$ cat src/rtl/memory_load_aligner_pkg.sv
// Shared load/store types: access size encoding, per-load metadata carried
// through the read-latency pipe, and the buffered response record.
package memory_load_aligner_pkg;

  typedef enum logic [1:0] {
    MEM_ACCESS_BYTE = 2'd0,
    MEM_ACCESS_HALF = 2'd1,
    MEM_ACCESS_WORD = 2'd2
  } mem_access_t;

  typedef struct packed {
    logic [1:0]  offset;
    mem_access_t access;
    logic        is_unsigned;
    logic [4:0]  rd;
  } load_meta_t;

  typedef struct packed {
    logic [31:0] data;
    logic [4:0]  rd;
    logic        misaligned;
  } load_rsp_t;

endpackage

$ cat src/rtl/memory_load_aligner_extract.sv
// Combinational lane select and sign/zero extension of a returned memory word.
// Illegal or misaligned accesses return zero with the misaligned flag set.
module memory_load_extract
  import memory_load_aligner_pkg::*;
(
  input  logic [1:0]  offset_i,
  input  mem_access_t access_i,
  input  logic        is_unsigned_i,
  input  logic [31:0] word_i,
  output logic [31:0] data_o,
  output logic        misaligned_o
);

  logic [7:0]  byte_sel;
  logic [15:0] half_sel;

  always_comb begin
    byte_sel     = word_i[{offset_i, 3'b000} +: 8];
    half_sel     = offset_i[1] ? word_i[31:16] : word_i[15:0];
    data_o       = '0;
    misaligned_o = 1'b0;
    case (access_i)
      MEM_ACCESS_BYTE: data_o = {{24{byte_sel[7] & ~is_unsigned_i}}, byte_sel};
      MEM_ACCESS_HALF: begin
        if (offset_i[0]) misaligned_o = 1'b1;
        else             data_o = {{16{half_sel[15] & ~is_unsigned_i}}, half_sel};
      end
      MEM_ACCESS_WORD: begin
        if (offset_i != 2'b00) misaligned_o = 1'b1;
        else                   data_o = word_i;
      end
      default: misaligned_o = 1'b1;
    endcase
  end

endmodule

$ cat src/rtl/memory_load_aligner.sv
// Load-side aligner: tracks requests through the RAM read latency, extracts the
// addressed lane and buffers results so writeback may stall.
module memory_load_aligner
  import memory_load_aligner_pkg::*;
#(
  parameter int L            = 128,
  parameter int W            = 32,
  parameter int READ_LATENCY = 1
) (
  input  logic                 clk,
  input  logic                 rst_n,
  input  logic                 req_valid,
  output logic                 req_ready,
  input  logic [$clog2(L)-1:0] req_addr,
  input  mem_access_t          req_access,
  input  logic                 req_unsigned,
  input  logic [4:0]           req_rd,
  input  logic [W-1:0]         mem_rd_data,
  output logic                 rsp_valid,
  input  logic                 rsp_ready,
  output logic [W-1:0]         rsp_data,
  output logic [4:0]           rsp_rd,
  output logic                 rsp_misaligned
);

  localparam int AW    = $clog2(L);
  localparam int DEPTH = READ_LATENCY + 1;
  localparam int PW    = $clog2(DEPTH);
  localparam int CW    = $clog2(DEPTH + 1);

  if (W != 32) begin : g_bad_width
    $error("memory_load_aligner: only W=32 is supported");
  end
  if (READ_LATENCY < 1 || READ_LATENCY > 4) begin : g_bad_latency
    $error("memory_load_aligner: READ_LATENCY must be 1..4");
  end

  logic                    accept, push, pop;
  logic [READ_LATENCY-1:0] valid_q;
  load_meta_t              meta_q [READ_LATENCY];
  load_meta_t              meta_in;
  load_rsp_t               buf_q [DEPTH];
  load_rsp_t               ext_rsp;
  logic [31:0]             ext_data;
  logic                    ext_mis;
  logic [PW-1:0]           rd_ptr_q, rd_ptr_d, wr_ptr_q, wr_ptr_d;
  logic [CW-1:0]           count_q, count_d, inflight;
  logic [CW:0]             credit_used;
  logic                    unused_addr_hi;

  function automatic logic [PW-1:0] next_ptr(input logic [PW-1:0] p);
    return (p == PW'(DEPTH - 1)) ? '0 : p + 1'b1;
  endfunction

  assign unused_addr_hi = ^req_addr[AW-1:2];
  assign meta_in = '{offset: req_addr[1:0], access: req_access,
                     is_unsigned: req_unsigned, rd: req_rd};
  assign accept    = req_valid & req_ready;
  assign push      = valid_q[READ_LATENCY-1];
  assign rsp_valid = (count_q != '0);
  assign pop       = rsp_valid & rsp_ready;

  always_comb begin
    inflight = '0;
    for (int i = 0; i < READ_LATENCY; i++) inflight = inflight + CW'(valid_q[i]);
  end

  // A head entry leaving this cycle frees its slot for the request being accepted,
  // which keeps back-to-back loads flowing with only READ_LATENCY+1 entries.
  always_comb begin
    credit_used = {1'b0, inflight} + {1'b0, count_q} - (CW + 1)'(pop);
    req_ready   = credit_used < (CW + 1)'(DEPTH);
  end

  always_ff @(posedge clk or negedge rst_n) begin
    if (!rst_n) begin
      valid_q <= '0;
      for (int i = 0; i < READ_LATENCY; i++) meta_q[i] <= '0;
    end else begin
      valid_q[0] <= accept;
      meta_q[0]  <= meta_in;
      for (int i = 1; i < READ_LATENCY; i++) begin
        valid_q[i] <= valid_q[i-1];
        meta_q[i]  <= meta_q[i-1];
      end
    end
  end

  memory_load_extract u_extract (
    .offset_i      (meta_q[READ_LATENCY-1].offset),
    .access_i      (meta_q[READ_LATENCY-1].access),
    .is_unsigned_i (meta_q[READ_LATENCY-1].is_unsigned),
    .word_i        (mem_rd_data),
    .data_o        (ext_data),
    .misaligned_o  (ext_mis)
  );

  assign ext_rsp = '{data: ext_data, rd: meta_q[READ_LATENCY-1].rd, misaligned: ext_mis};

  always_comb begin
    wr_ptr_d = push ? next_ptr(wr_ptr_q) : wr_ptr_q;
    rd_ptr_d = pop  ? next_ptr(rd_ptr_q) : rd_ptr_q;
    count_d  = count_q + CW'(push) - CW'(pop);
  end

  always_ff @(posedge clk or negedge rst_n) begin
    if (!rst_n) begin
      wr_ptr_q <= '0;
      rd_ptr_q <= '0;
      count_q  <= '0;
      for (int i = 0; i < DEPTH; i++) buf_q[i] <= '0;
    end else begin
      wr_ptr_q <= wr_ptr_d;
      rd_ptr_q <= rd_ptr_d;
      count_q  <= count_d;
      if (push) buf_q[wr_ptr_q] <= ext_rsp;
    end
  end

  assign rsp_data       = buf_q[rd_ptr_q].data;
  assign rsp_rd         = buf_q[rd_ptr_q].rd;
  assign rsp_misaligned = buf_q[rd_ptr_q].misaligned;

endmodule
$ cat config.mk
export PLATFORM = sky130hd
export DESIGN_NAME = memory_load_aligner
export DESIGN_NICKNAME = d
export VERILOG_FILES = /design/src/rtl/memory_load_aligner_pkg.sv /design/src/rtl/memory_load_aligner_extract.sv /design/src/rtl/memory_load_aligner.sv
export SDC_FILE = /design/constraint.sdc
export NUM_CORES = 1
export LEC_CHECK = 0
export CORE_MARGIN = 2
export CORE_UTILIZATION = 55
export DETAILED_ROUTE_END_ITERATION = 12
export GPL_ROUTABILITY_DRIVEN = 1
export HOLD_SLACK_MARGIN = 0.02
export PLACE_DENSITY = 0.86
export SLEW_MARGIN = 20
export SYNTH_ARGS = -nofsm -noshare
export SYNTH_HDL_FRONTEND = slang
export SYNTH_SLANG_ARGS = --single-unit
export TNS_END_PERCENT = 20
$ cat constraint.sdc
create_clock -name clk -period 6 [get_ports clk]
set_input_delay 1.2 -clock clk [delete_from_list [all_inputs] [get_ports clk]]
set_output_delay 1.2 -clock clk [all_outputs]
set_load 0.05 [all_outputs]
Word level (Yosys, flattened, before mapping) --
Cells that the tools add are included.
Cells by class: add/subtract/negate cells 6, order comparisons 4, eq/ne operators 2, shift-type cells 1, multiplexer cells 15, bitwise operators 7, reduce and logical (&&, ||, !) cells 4
Operator list (count):
- $mux W38 | 4
- $pmux W32 S3 | 1
- $bwmux W76 | 1
- $mux W32 | 2
- $demux W38 S1 | 1
- $shiftx A32 B6 Y8 | 1
- $mux W16 | 1
- $and A1 B1 Y1 | 4
- $ge A2 B2 Y1 const B | 2
- $mux W1 | 4
- $not A1 Y2 | 2
- $reduce_bool A2 Y1 | 2
- $add A1 B2 Y3 | 1
- $lt A3 B2 Y1 const B | 1
- $pmux W1 S3 | 1
- $sub A3 B1 Y3 | 1
- $add A1 B1 Y1 const B | 2
- $add A2 B1 Y2 | 1
- $eq A2 B1 Y1 const B | 1
- $eq A2 B2 Y1 const B | 1
- $logic_not A2 Y1 | 1
- $lt A2 B1 Y1 const B | 1
- $sub A2 B1 Y2 | 1
- $logic_and A1 B1 Y1 | 1
- $not A1 Y1 | 1
Word-level totals: bits in registers 91, input bits 51, output and inout bits 40, logic and storage cells 53

Longest topological paths before layout --
depth in word-level cells 6, depth in mapped cells 10

Cells and area by module --
Synthesis repeated with hierarchy kept, for this count alone.
Second synthesis, totals: cells, all modules 359, area total of the unflattened synthesis 4783.3 µm²
By module, submodules not included:
- memory_load_aligner | instances 1, cells an instance 233, area each 3853.7 µm², seq. area each 2277.2 µm²
- memory_load_extract | instances 1, cells an instance 126, area each 929.6 µm², seq. area each 0.0 µm²

Worst setup path before layout --
OpenSTA, ideal clock, no wires.
kind input -> output, start input rsp_ready, end output req_ready, data arrival time 2.985 ns, required time 4.800 ns, slack 1.815 ns, stages 7, path buffers 0, path through and2_1 > ha_1 > inv_1 > ha_1 > fa_1 > xnor2_1 > nor2_1
Between the ends: cells in the longest elaborated chain, start to end 3
Ends and longest elaborated chain:
- start, declared | line memory_load_aligner.sv:20 | input logic rsp_ready,
- $and A1 B1 Y1 | line memory_load_aligner.sv:61 | assign pop = rsp_valid & rsp_ready;
- $sub A3 B1 Y3 | line memory_load_aligner.sv:71 | credit_used = {1'b0, inflight} + {1'b0, count_q} - (CW + 1)'(pop);
- $lt A3 B2 Y1 | line memory_load_aligner.sv:72 | req_ready = credit_used < (CW + 1)'(DEPTH);
- end, declared | line memory_load_aligner.sv:13 | output logic req_ready,
No other way between the ends.

Worst setup path in the final report --
start input rsp_ready, end output req_ready
Between the ends: cells in the longest elaborated chain, start to end 3
Ends and longest elaborated chain:
- $and A1 B1 Y1 | line memory_load_aligner.sv:61
- net pop | line memory_load_aligner.sv:38 | logic accept, push, pop;
- $sub A3 B1 Y3 | line memory_load_aligner.sv:71
- $lt A3 B2 Y1 | line memory_load_aligner.sv:72
The timed path passes the listed nets, and every way through them passes these cells.

==> results.ini <==
[clock_tree]
cts_tree = yes
cts_max_path_buffers = 2
postCtsSetupBuffers = 0
cts_sinks = 91
cts_made_buffers = 9
clk_latency_ns = 0.36
cts_resized = 0
clk_pin_slew_worst_paths_ns = 0.08
cts_root_buf = clkbuf_8
htreeDepth = 3
cts_hold_buf = 0

[setup_path]
path_buf_inv = 3
critPathCaptureType = primary output
worstPathArrival_ns = 3.68
critPathLaunchType = primary input
critPathTopFamily = buffers and inverters
cp_cell_sequence = clkdlybuf4s50_1 > and2_1 > ha_1 > inv_1 > ha_1 > fa_1 > xnor2_1 > nor2_1 > clkdlybuf4s50_1
max_stage_delay_ns = 0.81
critical_path_class = in -> out
critPathSlowestCell = clkdlybuf4s50_1
worstPathMaxFanout = 2
critPathRequiredTime_ns = 4.80

[power_and_ir_drop]
p_total_w = 0.003131
powerDensity_nw_per_um2 = 571.2
leakage_nw = 2.294
peakVddDrop_uv = 394.6

[detailed_routing]
finalWirelength_um = 10200
drt_first_pass_iters = 4
vias = 3401
drtIter0Drc = 268
avgViaCountPerCell = 5.650
drcViolationCount = 0
wl_per_cell_um = 16.95
antenna_left = 0

[global_route]
grt_max_degree = 92
track_usage_pct = 25.03
grt_pass1_vias = 3247
gr-total-overflow = 0
antenna_found_initial = 0
grt_pass1_wl_um = 16550

[synth]
yosys.cell_count.top_type = dfrtp_1
ys_types = 39
ys_seq_area_share_pct = 51.97
synthArstFlopShare_pct = 100.0
synth_area_leaders = dfrtp_1 (52%), mux2_2 (9.8%), nand2_1 (7.4%)
yosys.area.top_type = dfrtp_1
synth_common_cells = dfrtp_1 (91), nand2_1 (86), mux2_2 (38), nor2_1 (36), o21ai_1 (23)
syn_nets = 474
synth.avg_cell_area_um2 = 10.43
synth.top_cell.area_share_pct = 51.97
netlist_area_um2 = 4382
syn_inst = 420
yosysWarnings = 0
ys.flop_type = dfrtp_1
synth_edf_count = 0
ys_seq_elements = 91

[timing]
post-route-period-util_pct = 81.37
skew_ns = 0.01045
fin_hold_ws_ns = 0.4710
hold_viol = 0
rsz0062_at_grt = false
tns_ns = 0
slew_viol_final = 0
setup_violations = 0
worstMarginPinSlew_ns = 0.9206
finalCriticalPeriod_ns = 4.882
fmax_ghz = 0.2048
relSlewSlack_pct = 38.62

[placed_design]
dp_hpwl_um = 7164
io_buffers = 85
numPlacedInstances = 587
place_congestion = 0.8423

[final_layout]
fillers = 580
instances_no_fill = 602
fin_nets = 550
multiInputGateArea_um2 = 1958
syn2layout_area_growth_pct = 25.10
drive_above_1_share_pct = 17.40
seqCellArea_um2 = 2277
diodes = 0

[floorplanning]
num_rows = 32
fp.dieArea_um2 = 8697
fp.coreArea_um2 = 7727
start_util_pct = 56.70
die_h_um = 93.26
num_io_pins = 91
die_x_um = 93.26

[job]
drv_cap = 0

[status]
outcome = finished, final reports clean

[min_path]
hp-class = reg -> reg

through the flow:
stage	area [µm²]	utilization [%]	setup slack, ns
3_3_place_gp	5271	68.22	1.133
3_5_place_dp	5271	68.22	1.128
4_1_cts	5478	70.89	1.105
6_report	5482	70.94	1.118
5_1_grt	5482	70.94	1.016
2_1_floorplan	4382	-	1.815
logic make-up after synthesis:
family / after synthesis / share of synthesized area [%]
mux: 48 / 12.34
fa+ha+maj: 3 / 1.028
buf+inv: 30 / 3.341
flops: 91 / 51.97
simple gates: 152 / 16.56
compound gates: 91 / 13.76
xor+xnor: 5 / 0.9996
layer usage:
metal / GRT usage [%] / vias up / routed length (µm)
met4: 10.42 / 0 / 210
met5: 0 / - / 0
met3: 4.190 / 17 / 768
li1: - / 1595 / -
met2: 37.89 / 134 / 4895
met1: 36.01 / 1655 / 4327
cells in the final DEF, fill, tap and decap left out, types with 3 or more instances in the layout:
cell type and instances:
mux2i_1 9, clkdlybuf4s50_1 84, o21ai_1 23, a21oi_2 19, a21oi_1 18, buf_4 6
o22a_1 8, a22oi_1 3, clkbuf_8 9, dfrtp_1 91, xor2_1 3, nor3b_1 7
mux2_2 38, nor2b_1 8, nor2_1 36, a311oi_1 7, inv_1 4, o21ai_0 11
nand2_1 86
path summary, 6_finish.rpt:
kind | from | to | slack (ns) | depth (start not counted)
min in group asynchronous | rst_n | buf_q[15] | 0.90 | 1
worst max-delay path | rsp_ready | req_ready | 1.12 | 9
worst min-delay path | ext_rsp[4] | buf_q[42] | 0.47 | 2
max in group asynchronous | rst_n | buf_q[68] | 4.57 | 1
worst min register to register | ext_rsp[4] | buf_q[42] | 0.47 | 2
worst max register to register | meta_q[9] | buf_q[62] | 3.38 | 4
registers in the layout, summed over array words and instances, names as in the netlist:
name / count
ext_rsp: 5
wr_ptr_q: 1
rd_ptr_q: 1
meta_q: 5
buf_q: 76
count_q: 2
push: 1
where the power goes:
group | internal (W) | switching (W)
Clock | 0.000232 | 0.000205
Combinational | 0.000646 | 0.00104
Sequential | 0.000856 | 0.000149
area by class of cell:
| class | count | share of cell area [%] |
|---|---|---|
| well taps | 102 | 2.328 |
| multi-input cells | 299 | 35.72 |
| clock buffers | 10 | 2.328 |
| flip-flops and latches | 91 | 41.54 |
| inverters | 4 | 0.2739 |
| clock inverters | 5 | 1.438 |
| repair buffers | 91 | 16.37 |
worst reg2reg max path: stages, from the launching register on:
cell	delay [ns]
dfrtp_1	0.95
mux2i_1	0.43
nor4_2	0.14
nor3_4	0.79
a21oi_1	0.17
Power figures use the tool's default switching activity.
